$ cat src/rtl/serial_magnitude_comparator_controller_pkg.sv
// Shared types for the serial magnitude comparator controller.
// Controller FSM state encoding and the index-register width helper.
package serial_comparator_pkg;

  typedef enum logic [1:0] {
    IDLE = 2'd0,
    RUN  = 2'd1,
    DONE = 2'd2
  } state_t;

  // Index register width: clog2 of the operand width, never below one bit.
  function automatic int idx_width(input int w);
    return (w <= 2) ? 1 : $clog2(w);
  endfunction

endpackage

$ cat src/rtl/serial_magnitude_comparator_controller_if.sv
// Start/done bundle between the datapath (master) and the serial comparator (slave).
// Handshake: start is sampled only while idle; done is a one-cycle pulse, results hold until the next accept.
interface serial_magnitude_comparator_controller_if #(
  parameter int WIDTH = 8
);
  import serial_comparator_pkg::*;

  logic             start;
  logic [WIDTH-1:0] operand_a;
  logic [WIDTH-1:0] operand_b;
  logic             busy;
  logic             done;
  logic             greater;
  logic             equal;
  logic             less;
  state_t           fsm_state;

  modport master (
    output start, operand_a, operand_b,
    input  busy, done, greater, equal, less, fsm_state
  );

  modport slave (
    input  start, operand_a, operand_b,
    output busy, done, greater, equal, less, fsm_state
  );

endinterface

$ cat src/rtl/serial_magnitude_comparator_controller_cell.sv
// One-bit cascade comparator cell: resolves one bit pair, passing the upstream
// decision through once the higher bits have already differed.
module one_bit_comparator (
  input  logic input_greater_than,
  input  logic input_equal,
  input  logic x,
  input  logic y,
  output logic output_greater_than,
  output logic output_equal
);

  assign output_greater_than = input_equal ? (x & ~y)  : input_greater_than;
  assign output_equal        = input_equal ? (x ~^ y)  : input_equal;

endmodule

$ cat src/rtl/serial_magnitude_comparator_controller.sv
// Bit-serial magnitude comparator: walks both operands MSB first through one cascade cell.
// Define SERIAL_COMPARATOR_EARLY_EXIT_EN to finish as soon as the operands are known to differ.
module serial_magnitude_comparator_controller
  import serial_comparator_pkg::*;
#(
  parameter int WIDTH = 8
) (
  input  logic clk,
  input  logic rst_n,
  serial_magnitude_comparator_controller_if.slave bus
);

  localparam int IW = idx_width(WIDTH);

  state_t           state;
  logic [WIDTH-1:0] a_r;
  logic [WIDTH-1:0] b_r;
  logic             gt_r;
  logic             eq_r;
  logic [IW-1:0]    idx;
  logic             busy_r;
  logic             done_r;
  logic             greater_r;
  logic             equal_r;
  logic             less_r;

  logic x_bit;
  logic y_bit;
  logic gt_nxt;
  logic eq_nxt;
  logic finish;

  generate
    if (WIDTH == 1) begin : g_single
      assign x_bit = a_r[0];
      assign y_bit = b_r[0];
    end else begin : g_multi
      assign x_bit = a_r[idx];
      assign y_bit = b_r[idx];
    end
  endgenerate

  one_bit_comparator u_cell (
    .input_greater_than  (gt_r),
    .input_equal         (eq_r),
    .x                   (x_bit),
    .y                   (y_bit),
    .output_greater_than (gt_nxt),
    .output_equal        (eq_nxt)
  );

`ifdef SERIAL_COMPARATOR_EARLY_EXIT_EN
  assign finish = (idx == '0) || !eq_nxt;
`else
  assign finish = (idx == '0);
`endif

  always_ff @(posedge clk or negedge rst_n) begin
    if (!rst_n) begin
      state     <= IDLE;
      a_r       <= '0;
      b_r       <= '0;
      gt_r      <= 1'b0;
      eq_r      <= 1'b1;
      idx       <= IW'(WIDTH - 1);
      busy_r    <= 1'b0;
      done_r    <= 1'b0;
      greater_r <= 1'b0;
      equal_r   <= 1'b0;
      less_r    <= 1'b0;
    end else begin
      case (state)
        IDLE: begin
          if (bus.start) begin
            a_r       <= bus.operand_a;
            b_r       <= bus.operand_b;
            gt_r      <= 1'b0;
            eq_r      <= 1'b1;
            idx       <= IW'(WIDTH - 1);
            busy_r    <= 1'b1;
            greater_r <= 1'b0;
            equal_r   <= 1'b0;
            less_r    <= 1'b0;
            state     <= RUN;
          end
        end
        RUN: begin
          gt_r <= gt_nxt;
          eq_r <= eq_nxt;
          if (finish) begin
            // Results come from the cell outputs of this edge, which include the last bit.
            greater_r <= gt_nxt;
            equal_r   <= eq_nxt;
            less_r    <= ~gt_nxt & ~eq_nxt;
            done_r    <= 1'b1;
            state     <= DONE;
          end else begin
            idx <= idx - IW'(1);
          end
        end
        DONE: begin
          done_r <= 1'b0;
          busy_r <= 1'b0;
          state  <= IDLE;
        end
        default: begin
          done_r <= 1'b0;
          busy_r <= 1'b0;
          state  <= IDLE;
        end
      endcase
    end
  end

  assign bus.busy      = busy_r;
  assign bus.done      = done_r;
  assign bus.greater   = greater_r;
  assign bus.equal     = equal_r;
  assign bus.less      = less_r;
  assign bus.fsm_state = state;

endmodule

$ cat src/flat_wrapper.sv
// flat-port wrapper written by rule: the top's interface ports become plain ports
module serial_magnitude_comparator_controller_flat import serial_comparator_pkg::*;
#(
  parameter int WIDTH = 8
)
  (clk, rst_n, bus_start, bus_operand_a, bus_operand_b, bus_busy, bus_done, bus_greater, bus_equal, bus_less, bus_fsm_state);
  serial_magnitude_comparator_controller_if #(.WIDTH(WIDTH)) bus_i ();
  input  logic clk;
  input  logic rst_n;
  input wire logic [$bits(bus_i.start)-1:0] bus_start;
  input wire logic [$bits(bus_i.operand_a)-1:0] bus_operand_a;
  input wire logic [$bits(bus_i.operand_b)-1:0] bus_operand_b;
  output wire logic [$bits(bus_i.busy)-1:0] bus_busy;
  output wire logic [$bits(bus_i.done)-1:0] bus_done;
  output wire logic [$bits(bus_i.greater)-1:0] bus_greater;
  output wire logic [$bits(bus_i.equal)-1:0] bus_equal;
  output wire logic [$bits(bus_i.less)-1:0] bus_less;
  output wire logic [$bits(bus_i.fsm_state)-1:0] bus_fsm_state;
  assign bus_i.start = bus_start;
  assign bus_i.operand_a = bus_operand_a;
  assign bus_i.operand_b = bus_operand_b;
  assign bus_busy = bus_i.busy;
  assign bus_done = bus_i.done;
  assign bus_greater = bus_i.greater;
  assign bus_equal = bus_i.equal;
  assign bus_less = bus_i.less;
  assign bus_fsm_state = bus_i.fsm_state;
  serial_magnitude_comparator_controller #(.WIDTH(WIDTH)) u_core (.clk(clk), .rst_n(rst_n), .bus(bus_i));
endmodule
$ cat config.mk
export PLATFORM = sky130hd
export DESIGN_NAME = serial_magnitude_comparator_controller_flat
export DESIGN_NICKNAME = d
export VERILOG_FILES = /design/src/rtl/serial_magnitude_comparator_controller_pkg.sv /design/src/rtl/serial_magnitude_comparator_controller_if.sv /design/src/rtl/serial_magnitude_comparator_controller_cell.sv /design/src/rtl/serial_magnitude_comparator_controller.sv /design/src/flat_wrapper.sv
export SDC_FILE = /design/constraint.sdc
export NUM_CORES = 1
export LEC_CHECK = 0
export ABC_AREA = 1
export BUFFER_PORTS_ARGS = -buffer_cell sky130_fd_sc_hd__buf_2
export CAP_MARGIN = 20
export CORE_UTILIZATION = 55
export CTS_BUF_LIST = sky130_fd_sc_hd__clkbuf_8
export CTS_CLUSTER_DIAMETER = 60
export DETAILED_ROUTE_END_ITERATION = 6
export PLACE_DENSITY = 0.88
export SLEW_MARGIN = 40
export SYNTH_ARGS = -nofsm -noshare
export SYNTH_HDL_FRONTEND = slang
export SYNTH_SLANG_ARGS = --single-unit
$ cat constraint.sdc
create_clock -name clk -period 1.8 [get_ports clk]
set_input_delay 0.27 -clock clk [delete_from_list [all_inputs] [get_ports clk]]
set_output_delay 0.27 -clock clk [all_outputs]
set_load 0.05 [all_outputs]
* Word level (Yosys, flattened, before mapping) *
Index checks and enable logic that the tools add are counted.

word-level totals
  register bits = 28
  output and inout port bits = 7
  bits of input ports = 19
  word-level logic and storage cells = 60

cells by class
  reduce and logical (&&, ||, !) cells = 10
  mux-type cells = 25
  bitwise operators = 8
  eq/ne operators = 4
  $lt $le $gt $ge = 1
  add/subtract/negate cells = 1

operators with widths
  cell                                                        count
  one-hot mux 1 bit (2 select lines)                          7
  two-way mux 1 bit                                           10
  AND reduction 2 bit                                         5
  binary-select mux 1 bit (select 3 bit)                      2
  two-way mux 3 bit                                           2
  one-hot mux 3 bit (2 select lines)                          1
  AND reduction 3 bit                                         2
  NOT 1 bit                                                   5
  less-than comparator 3 x 4 -> 1 bit, second input constant  1
  two-way mux 2 bit                                           2
  inequality test 2 bit, second input constant                2
  one-hot mux 2 bit (2 select lines)                          1
  zero test 3 bit                                             1
  subtractor 3 x 1 -> 3 bit, second input constant            1
  bitwise AND 1 bit                                           2
  == test 2 x 1 -> 1 bit, second input constant               1
  zero test 2 bit                                             1
  inequality test 2 x 1 -> 1 bit, second input constant       1
  nonzero test 2 bit                                          1
  bitwise XNOR 1 bit                                          1

* Depth between registers and ports, before layout *
  depth after elaboration = 9
  mapped depth = 13
  mapped depth without buffers = 13

* Hierarchy *
A second synthesis with hierarchy kept.

unflattened totals
  cell total of the unflattened synthesis = 172
  area total of the unflattened synthesis = 1,380.1 µm²

modules (own cells, without submodules)
  module                                  cells an instance  times used  area an instance (µm²)  sequential area each (µm²)
  serial_magnitude_comparator_controller  164                1           1,341.3                 705.7
  one_bit_comparator                      8                  1           38.8                    0.0

* Worst setup path after synthesis *
No wires, ideal clock.

  kind = reg2reg
  start point = register u_core.idx[0]
  end point = register u_core.less_r, in the netlist u_core.bus.less
  arrival = 1.554 ns
  stages on the path, launching flop included = 13
  setup time = 0.067 ns
  setup slack = 0.179 ns
  buffers on the path = 1
  cells stage by stage = dfstp_2 buf_2 nand2_1 nand3_1 nand2_1 nand2_1 nand2_1 ha_1 nand2_1 nand2_1 nor2_1 nand2_1 nand2_1

on the way
  word-level cells in the longest chain between the ends = 9
  elaborated cells between the ends (all ways) = 17

ends and longest elaborated chain
  item                                     RTL line                                           text
  start: declaration                       serial_magnitude_comparator_controller.sv:20       logic [IW-1:0] idx;
  start signal: assignment                 serial_magnitude_comparator_controller.sv:65       idx <= IW'(WIDTH - 1);
  start signal: assignment                 serial_magnitude_comparator_controller.sv:79       idx <= IW'(WIDTH - 1);
  start signal: assignment                 serial_magnitude_comparator_controller.sv:98       idx <= idx - IW'(1);
  binary-select mux 1 bit (select 3 bit)   serial_magnitude_comparator_controller.sv:39       assign y_bit = b_r[idx];
  two-way mux 1 bit (implied by the code)  serial_magnitude_comparator_controller.sv:39
  NOT 1 bit                                serial_magnitude_comparator_controller_cell.sv:12  assign output_greater_than = input_equal ? (x & ~y) : input_greater_than;
  bitwise AND 1 bit                        serial_magnitude_comparator_controller_cell.sv:12
  two-way mux 1 bit                        serial_magnitude_comparator_controller_cell.sv:12
  NOT 1 bit                                serial_magnitude_comparator_controller.sv:94       less_r <= ~gt_nxt & ~eq_nxt;
  bitwise AND 1 bit                        serial_magnitude_comparator_controller.sv:94
  two-way mux 1 bit                        serial_magnitude_comparator_controller.sv:90       if (finish) begin
  one-hot mux 1 bit (2 select lines)       serial_magnitude_comparator_controller.sv:72       case (state)
  end signal: assignment                   serial_magnitude_comparator_controller.sv:94
  end: declaration                         serial_magnitude_comparator_controller.sv:25       logic less_r;

Parallel ways exist; a longest one is shown, timed or not. The select of a mux whose other input is x is not followed.
A chain may end at the register's enable or synchronous reset.

* Final worst setup path *
Same ends and word-level chain as after synthesis.

==> results.json <==
{
  "port_buffers": 25,
  "wl_um": 2668,
  "area_delta_synth_final_pct": 11.52,
  "die_y_um": 54.58,
  "ys_seq_area_frac": 0.4642,
  "root_buffer": "clkbuf_8",
  "nets": 222,
  "synth_edf_count": 0,
  "worst_pin_slew_ps": 591.9,
  "period_share": 0.9951,
  "slew_violations": 0,
  "mostFrequentLayoutCell": "nand2_1",
  "cp_data_required_time_ps": 2010,
  "gp_congestion": 0.8347,
  "htreeDepth": 1,
  "pwr-share-comb": 0.548,
  "critPathLaunchType": "register",
  "syn-instance-count": 173,
  "setup_viol_count_final": 0,
  "violations": "negative hold slack",
  "synthArstFlopShare": 1.000,
  "setup_ws_ps": 8.744,
  "clock.fmax_ghz": 0.5583,
  "path_clk_slew_ps": 90,
  "drt_iter0_markers": 27,
  "ir_drop_mv": 1.161,
  "holdCritPathClass": "input pin to asynchronous set/reset pin",
  "num_rows": 18,
  "holdWs_ps": -14.13,
  "preCtsSetupSlack_ps": 26.16,
  "fin_worst_skew_ps": 8.786,
  "cts_buffers": 3,
  "first_pass_iters": 4,
  "leakage_nw": 0.9254,
  "die_x_um": 54.58,
  "r2r-start": "u_core.idx[0]",
  "antenna_left": 0,
  "yosys_most_used_dff": "dfrtp_1",
  "drc_errors": 0,
  "layout-drive-gt1-share": 0.3970,
  "grt_start_max_net_pins": 33,
  "outcome": "complete, but fails checks",
  "cp.arrival_ps": 2000,
  "grt_pass1_wl_um": 4064,
  "hold_viol": 15,
  "core_um2": 2545,
  "clk_latency_ps": 270,
  "pin_count": 26,
  "path_max_fanout": 6,
  "r2r_cells": 12,
  "grt-ovfl-total": 0,
  "syn_nets": 195,
  "swShare": 0.4675,
  "crit_path_end_kind": "register",
  "relSlewSlack": 0.6054,
  "min_period_ps": 1791,
  "rsz0062_at_grt": "yes",
  "internal_power_mw": 1.732,
  "ys_warn_count": 0,
  "antennaDiodeCount": 0,
  "utilization": 0.6662,
  "layout_common_cells": "nand2_1 (47), buf_2 (25), dfrtp_1 (24)",
  "startpoint": "u_core.idx[0]",
  "ys_types": 19,
  "start_util": 0.5973,
  "pwr-share-clk": 0.103,
  "power_density_nw_per_um2": 1919,
  "share_seq_of_total_power": 0.349,
  "cts_tree": "done",
  "cts_buffer_depth": 2,
  "crit_type": "register to register",
  "maxCapViolCount": 0,
  "antenna_found_initial": 0,
  "p_sw_mw": 1.521,
  "synth_seq_cells": 28,
  "viasPerCell": 5.079,
  "netlist_area_um2": 1520,
  "vias": 1163,
  "syn_avg_cell_area_um2": 8.787,
  "hpwl_um": 1852,
  "globalRouteTotalUtil": 0.1976,
  "cts.sinks": 28,
  "fp.dieArea_um2": 2978,
  "wire_per_inst_um": 11.65,
  "grt_pass1_vias": 981,
  "fin_setup_tns_ps": 0
}
[final cells by class]
class / count / area [um2]
Tap cell: 30 / 37.54
Multi-Input combinational cell: 113 / 646.9
Clock buffer: 3 / 41.29
Fill cell: 215 / 849.6
Sequential cell: 28 / 705.7
Inverter: 27 / 103.9
Clock inverter: 1 / 3.754
Timing Repair Buffer: 27 / 156.4
[cells in the mapped netlist (2+ instances only)]
library cell | count | area [um2]
buf_12 | 3 | 60.06
dfrtp_1 | 24 | 600.6
dfstp_2 | 4 | 105.1
ha_1 | 3 | 37.54
inv_1 | 22 | 82.58
inv_2 | 4 | 15.01
nand2_1 | 49 | 183.9
nand2_2 | 16 | 100.1
nand3_1 | 16 | 80.08
nand3_4 | 2 | 35.03
nor2_1 | 6 | 22.52
o21ai_0 | 2 | 10.01
o21ai_2 | 16 | 140.1
[routing by layer]
metal  vias to the layer above  global-route usage  routed length (um)
met5                         -                   0                   0
met4                         0             0.04701                  23
met3                         4             0.06111                 114
met2                        29              0.3496                1361
met1                       536              0.2314                1168
li1                        594                   -                   -
[path summary, 6_finish.rpt]
kind                            slack [ps]         endpoint
worst max register to register           9  u_core.bus.less
worst max-delay path                     9  u_core.bus.less
worst min register to register         500  u_core.bus.busy
max in group asynchronous             1420    u_core.b_r[5]
min in group clk                       190    u_core.a_r[3]
worst min-delay path                   -10    u_core.a_r[6]
[critical path, cell delays in order (launching register included)]
cell,delay [ps]
dfstp_2,600
buf_6,140
nor2_2,40
nor2_1,80
nand2_1,70
nand3_1,90
nand2_1,60
ha_1,300
nand2_2,80
nand2_2,70
nor2_2,90
nand2_1,60
nand2_1,60
[metrics by stage]
stage	hold WS [ps]	std cells	power, mW	area, um2
after global placement	303.0	223	2.710	1607
after CTS	7.203	227	3.119	1652
after floorplan	-25.59	173	2.530	1520
final	-14.13	229	3.253	1695
after global routing	25.40	229	3.519	1695
after detailed placement	308.4	223	2.770	1607
[power groups by stage]
stage | logic, mW | registers [mW] | clock network (mW)
after floorplan | 1.23 | 1.30 | 0
after global placement | 1.57 | 1.14 | 0
after detailed placement | 1.61 | 1.16 | 0
after CTS | 1.63 | 1.15 | 0.341
after global routing | 1.97 | 1.18 | 0.371
final | 1.78 | 1.14 | 0.335
[registers in the layout (all words and copies together) (netlist names)]
name and cells:
u_core.bus.equal 1, u_core.idx 3, u_core.eq_r 1, u_core.bus.greater 1, u_core.bus.busy 1, u_core.b_r 8, u_core.gt_r 1, u_core.bus.done 1
u_core.bus.less 1, u_core.a_r 8, u_core.bus.fsm_state 2
[repair_timing]
item | in CTS | in global routing
endpoints found under the setup margin | 0 | 5
gates resized for setup | 0 | 6
buffers inserted | 0 | 2
hold buffers | 0 | 0
endpoints found under the hold margin | 0 | 0
[cells by family after synthesis]
family                   Yosys count  synth area share
AND/OR/NAND/NOR                   90            0.2848
buffers and inverters             32            0.1185
flip-flops                        28            0.4642
AO/OA/AOI/OAI                     19            0.1021
adder cells (fa/ha/maj)            3           0.02469
XOR/XNOR                           1          0.005762
No activity file was read; power rests on OpenSTA's default activity.
